**config.mk**
```make
export PLATFORM = sky130hd
export DESIGN_NAME = neuron_row_mac
export DESIGN_NICKNAME = d
export VERILOG_FILES = /design/src/rtl/neuron_row_mac.sv
export SDC_FILE = /design/constraint.sdc
export NUM_CORES = 1
export LEC_CHECK = 0
export ABC_AREA = 1
export CAP_MARGIN = 20
export CORE_MARGIN = 1.5
export CORE_UTILIZATION = 60
export DETAILED_ROUTE_END_ITERATION = 8
export PLACE_DENSITY = 0.86
export SYNTH_ARGS = -nofsm -noshare
export SYNTH_HDL_FRONTEND = slang
export SYNTH_SLANG_ARGS = --single-unit
```
**constraint.sdc**
```tcl
create_clock -name clock -period 5.35 [get_ports clock]
set_input_delay 1.07 -clock clock [delete_from_list [all_inputs] [get_ports clock]]
set_output_delay 1.07 -clock clock [all_outputs]
set_load 0.03 [all_outputs]
```
**src/rtl/neuron_row_mac.sv**
```systemverilog
// Three-term signed MAC per row with ReLU-style clamp to an unsigned byte, over a 3-row pass.
// Latency: out_valid rises one cycle after the third operand transfer of a row.
// Backpressure: the result is held in OUTPUT until out_ready; in_ready is low outside ACCUM.
module neuron_row_mac #(
  parameter int SHIFT = 4
) (
  input  logic       clock,
  input  logic       clear,
  input  logic       start,
  input  logic       in_valid,
  output logic       in_ready,
  input  logic [7:0] weight,
  input  logic [7:0] activation,
  input  logic [1:0] row_index,
  input  logic       last_value,
  output logic       row_clear,
  output logic       increment,
  output logic       out_valid,
  input  logic       out_ready,
  output logic [7:0] out_data,
  output logic [1:0] out_row,
  output logic       busy,
  output logic       done
);

  typedef enum logic [1:0] {
    IDLE   = 2'd0,
    ACCUM  = 2'd1,
    OUTPUT = 2'd2
  } state_t;

  state_t             state;
  state_t             state_nxt;
  logic signed [17:0] acc;
  logic        [1:0]  col;
  logic signed [15:0] product;
  logic signed [17:0] acc_sum;
  logic signed [17:0] shifted;
  logic        [7:0]  act_val;
  logic               xfer;
  logic               hs;

  // 8x8 signed product; three of them cannot overflow an 18-bit accumulator.
  assign product = $signed(weight) * $signed(activation);
  assign acc_sum = acc + {{2{product[15]}}, product};
  assign shifted = acc_sum >>> SHIFT;

  // Activation: negative sums clamp to 0, large positive sums saturate at 255.
  always_comb begin
    act_val = shifted[7:0];
    if (acc_sum[17]) begin
      act_val = 8'd0;
    end else if (shifted[17:8] != 10'd0) begin
      act_val = 8'd255;
    end
  end

  // Next-state and combinational handshake outputs; all forced low while clear is held.
  always_comb begin
    state_nxt = state;
    row_clear = 1'b0;
    increment = 1'b0;
    in_ready  = 1'b0;
    xfer      = 1'b0;
    hs        = 1'b0;
    if (!clear) begin
      case (state)
        IDLE: begin
          if (start) begin
            row_clear = 1'b1;
            state_nxt = ACCUM;
          end
        end
        ACCUM: begin
          in_ready = 1'b1;
          if (in_valid) begin
            xfer = 1'b1;
            if (col == 2'd2) begin
              state_nxt = OUTPUT;
            end
          end
        end
        OUTPUT: begin
          if (out_ready) begin
            increment = 1'b1;
            hs        = 1'b1;
            state_nxt = last_value ? IDLE : ACCUM;
          end
        end
        default: state_nxt = IDLE;
      endcase
    end
  end

  assign busy = (state != IDLE) && !clear;

  // State register.
  always_ff @(posedge clock or posedge clear) begin
    if (clear) begin
      state <= IDLE;
    end else begin
      state <= state_nxt;
    end
  end

  // Accumulator, column counter and registered result/handshake flags.
  always_ff @(posedge clock or posedge clear) begin
    if (clear) begin
      acc       <= 18'sd0;
      col       <= 2'd0;
      out_data  <= 8'd0;
      out_row   <= 2'd0;
      out_valid <= 1'b0;
      done      <= 1'b0;
    end else begin
      done <= 1'b0;
      if (row_clear) begin
        acc <= 18'sd0;
        col <= 2'd0;
      end
      if (xfer) begin
        acc <= acc_sum;
        col <= col + 2'd1;
        if (col == 2'd2) begin
          out_data  <= act_val;
          out_row   <= row_index;
          out_valid <= 1'b1;
        end
      end
      if (hs) begin
        out_valid <= 1'b0;
        acc       <= 18'sd0;
        col       <= 2'd0;
        done      <= last_value;
      end
    end
  end

endmodule

```
==> flow_metrics.tcl, run 1 <==
set metrics [dict create \
    synthesis.nets 867 \
    cts_buffers 5 \
    cts_max_path_buffers 2 \
    grt_usage_pct 66.5 \
    die_h_um 96.6 \
    synth.area.top_cells "fa_1, dfrtp_1, nand2_1" \
    grt-ovfl-total 1 \
    grt_max_degree 34 \
    row_count 33 \
    synth_top_area_cell "fa_1" \
    stop_stage "5_1_grt" \
    dpl.hpwl_um 11100 \
    status "stopped before the end" \
    htreeDepth 2 \
    initial_core_util_pct 63.0 \
    holdBufCountCts 0 \
    synth-seq-cells 34 \
    ys.flop_type "dfrtp_1" \
    synth_most_common_cell "nand2_1" \
    syn_area_sq_um 5260 \
    cts-root-buf "clkbuf_8" \
    yosysWarnings 0 \
    error "[ERROR GRT-0232] Routing congestion too high. Check the congestion heatmap in the GUI." \
    synth_seq_area_share_pct 16.2 \
    cts.sinks 34 \
    crit_endpoint "out_data[6]$_DFFE_PP0P_/D" \
    synth.top_cell.area_share_pct 21.3 \
    synth_cell_types 39 \
    endpoint_type "register data pin" \
    async_flop_share_pct 100 \
    netlist_instances 740 \
    synth-edff-count 0 \
    port_buffers 39 \
    avgSynthCellArea_sq_um 7.10 \
    place_inst 956 \
    die_x_um 96.6 \
    gp_congestion 0.988 \
    ioPinCount 40 \
    synth_common_cells "nand2_1, inv_1, fa_1, ha_1" \
]
-- layer usage --
layer / GRT overflow / global-route usage (%)
met5: 0 / 17.9
met4: 1 / 62.4
met3: 0 / 51.3
met2: 0 / 82.0
met1: 0 / 68.7
-- kinds of logic after synthesis --
| group | after synthesis | synth area share [%] |
|---|---|---|
| simple gates | 303 | 24.5 |
| buf+inv | 218 | 15.7 |
| fa+ha+maj | 103 | 32.5 |
| compound gates | 62 | 7.71 |
| flops | 34 | 16.2 |
| xor+xnor | 20 | 3.33 |
-- per-stage QoR --
step | worst slack, ns | setup TNS (ns) | instance area [sq um]
global placement | -1.28 | -20.38 | 6600
CTS | -0.640 | -8.03 | 7050
floorplan | -0.611 | -6.07 | 5570
detailed placement | -1.49 | -23.87 | 6600
-- repair_timing --
item	4_1_cts
endpoints found under the setup margin	19
setup buffers	15
resized for setup	156
pin swaps	81
==> run 2: changes to the inputs <==
--- a/config.mk
+++ b/config.mk
@@ -8,9 +8,9 @@
 export ABC_AREA = 1
 export CAP_MARGIN = 20
 export CORE_MARGIN = 1.5
-export CORE_UTILIZATION = 60
+export CORE_UTILIZATION = 40
 export DETAILED_ROUTE_END_ITERATION = 8
-export PLACE_DENSITY = 0.86
+export PLACE_DENSITY_LB_ADDON = 0.15
 export SYNTH_ARGS = -nofsm -noshare
 export SYNTH_HDL_FRONTEND = slang
 export SYNTH_SLANG_ARGS = --single-unit
==> flow_metrics.tcl, run 2 <==
set metrics [dict create \
    grt_max_degree 26 \
    gp_congestion 0.944 \
    synth.area.top_cells "fa_1, dfrtp_1, nand2_1" \
    worst_slew_pin_slew_ns 0.857 \
    fin_crit_ns 6.11 \
    routedLengthMet1_um 6190 \
    finClkSkew_ns 0.00736 \
    ant_nets 0 \
    syn_area_sq_um 5260 \
    cts_buffers 5 \
    reg.largest.list "acc: 18 flops, out_data: 8 flops" \
    r2r_cells 15 \
    die_x_um 118 \
    syn_to_final_growth_pct 44.0 \
    cap_violations 0 \
    dp_slack_ns -1.50 \
    clock.fmax_mhz 164 \
    worst_hold_slack_ns 0.480 \
    synth_top_area_cell "fa_1" \
    wl_met2_um 7290 \
    drt_iter0_markers 242 \
    synth-seq-cells 34 \
    synth_seq_area_share_pct 16.2 \
    slew_violations 0 \
    antenna_found_initial 0 \
    insertion_delay_ns 0.29 \
    final_common_cell "nand2_1" \
    dr_total_vias 5017 \
    cts_max_path_buffers 2 \
    avgSynthCellArea_sq_um 7.10 \
    synth-compound-area-share_pct 7.71 \
    synthesis.nets 867 \
    cts-root-buf "clkbuf_16" \
    dr_wl_met3_um 361 \
    ys.flop_type "dfrtp_1" \
    ioPinCount 40 \
    synth-edff-count 0 \
    synth-simple-area-share_pct 24.5 \
    synthXorXnorAreaFrac_pct 3.33 \
    synth_mux_area_share_pct 0 \
    clk_pin_slew_worst_paths_ns 0.06 \
    slew-limit-headroom_pct 42.7 \
    setup_viol 17 \
    synth_most_common_cell "nand2_1" \
    cp_slowest_cell "fa_1" \
    initial_core_util_pct 41.3 \
    critical_path_arrival_ns 6.28 \
    antenna_cells 0 \
    wl_um 14200 \
    dpl.hpwl_um 11000 \
    synth_top_family_by_area "adder cells" \
    top_register "acc" \
    synth.top_cell.area_share_pct 21.3 \
    min_period_over_period_pct 114 \
    drc 0 \
    largest_reg_flops 18 \
    netlist_instances 740 \
    die_h_um 118 \
    finalHoldViolCount 0 \
    path_max_fanout 8 \
    synthAdderAreaFrac_pct 32.5 \
    port_buffers 39 \
    grt_usage_pct 20.8 \
    cpMostUsedCell "nand2_2" \
    slowest_delay_ns 0.56 \
    grt_pass1_vias 5192 \
    endpoint_kind "flop" \
    coreArea_sq_um 12700 \
    rsz0062_at_grt "yes" \
    die_area_sq_um 13800 \
    setup_slack_ns -0.760 \
    status "finished, violations left" \
    worstSetupPathType "in2reg" \
    most-common-layout-cells "nand2_1, inv_1, buf_4" \
    top_layer_used "met4" \
    min_path_type "reg2reg" \
    synth_cell_types 39 \
    cts.sinks 34 \
    synth_common_cells "nand2_1, inv_1, fa_1, ha_1" \
    cts_tree "yes" \
    firstDrtPassIters 5 \
    avgViaCountPerCell 4.77 \
    wl_per_cell_um 13.5 \
    drive_gt1_share_pct 33.9 \
    grt-ovfl-total 0 \
    violations "setup timing" \
    row_count 41 \
    crit_path_start_kind "input pin" \
    async_flop_share_pct 100 \
    yosysWarnings 0 \
    min_path_cells 2 \
    htreeDepth 2 \
    cp.required_ns 5.52 \
    final_nets 1006 \
    grt_first_pass_wirelength_um 24100 \
    final_util_pct 59.5 \
]
run 2: cell counts after synthesis:
Identical to the previous run, type by type.
run 2: cells by family after synthesis:
logic type      after synthesis
flops                        34
simple gates                303
buf+inv                     218
compound gates               62
fa+ha+maj                   103
xor+xnor                     20
run 2: stage by stage:
step / TNS [ns] / instance area, sq um / std cells
2_1_floorplan: -6.07 / 5570 / 740
3_3_place_gp: -22.91 / 6700 / 1023
3_5_place_dp: -23.93 / 6700 / 1023
4_1_cts: -8.87 / 7140 / 1042
5_1_grt: -13.93 / 7570 / 1052
6_report: -9.80 / 7570 / 1052
run 2: area by class of cell:
| class | instances | area, sq um |
|---|---|---|
| clock inverter | 2 | 12.5 |
| multi-input combinational | 489 | 4340 |
| inverter | 199 | 757 |
| sequential | 34 | 851 |
| clock buffer | 6 | 139 |
| timing repair buffer | 150 | 1250 |
| tap | 172 | 215 |
| fill | 1136 | 5150 |
run 2: worst paths after layout:
kind / startpoint / end / slack (ns)
worst min-delay path: out_row[0] / out_row[0] / 0.48
worst max register to register: acc[0] / out_data[0] / 2.85
min in group asynchronous: clear / acc[13] / 1.21
worst min register to register: out_row[0] / out_row[0] / 0.48
worst max-delay path: weight[7] / out_data[0] / -0.76
max in group asynchronous: clear / acc[16] / 3.44
run 2: repair_timing:
item / CTS / global route
resized for setup: 137 / 82
pin swaps: 72 / 67
hold buffers: 0 / 0
setup endpoints to repair: 20 / 19
setup buffers: 10 / 13
cloned: 1 / 0
run 2: metal layers:
metal	global-route usage [%]	up-vias
met5	0	-
met4	5.72	0
met3	1.55	26
met2	37.2	84
met1	27.1	2427
li1	-	2480
run 2: worst max-delay path: cells and delay by family:
family	cells	cell delay, ns
xor gates and xnor gates	1	0.13
AOI/OAI and AO/OA	6	0.67
adders and majority gates	6	2.72
buffers and inverters	9	0.69
and+or+nand+nor	12	0.98
Power of run 2 is not shown: default switching activity piles up to over one toggle a cycle in this logic, so the estimate is an artifact.
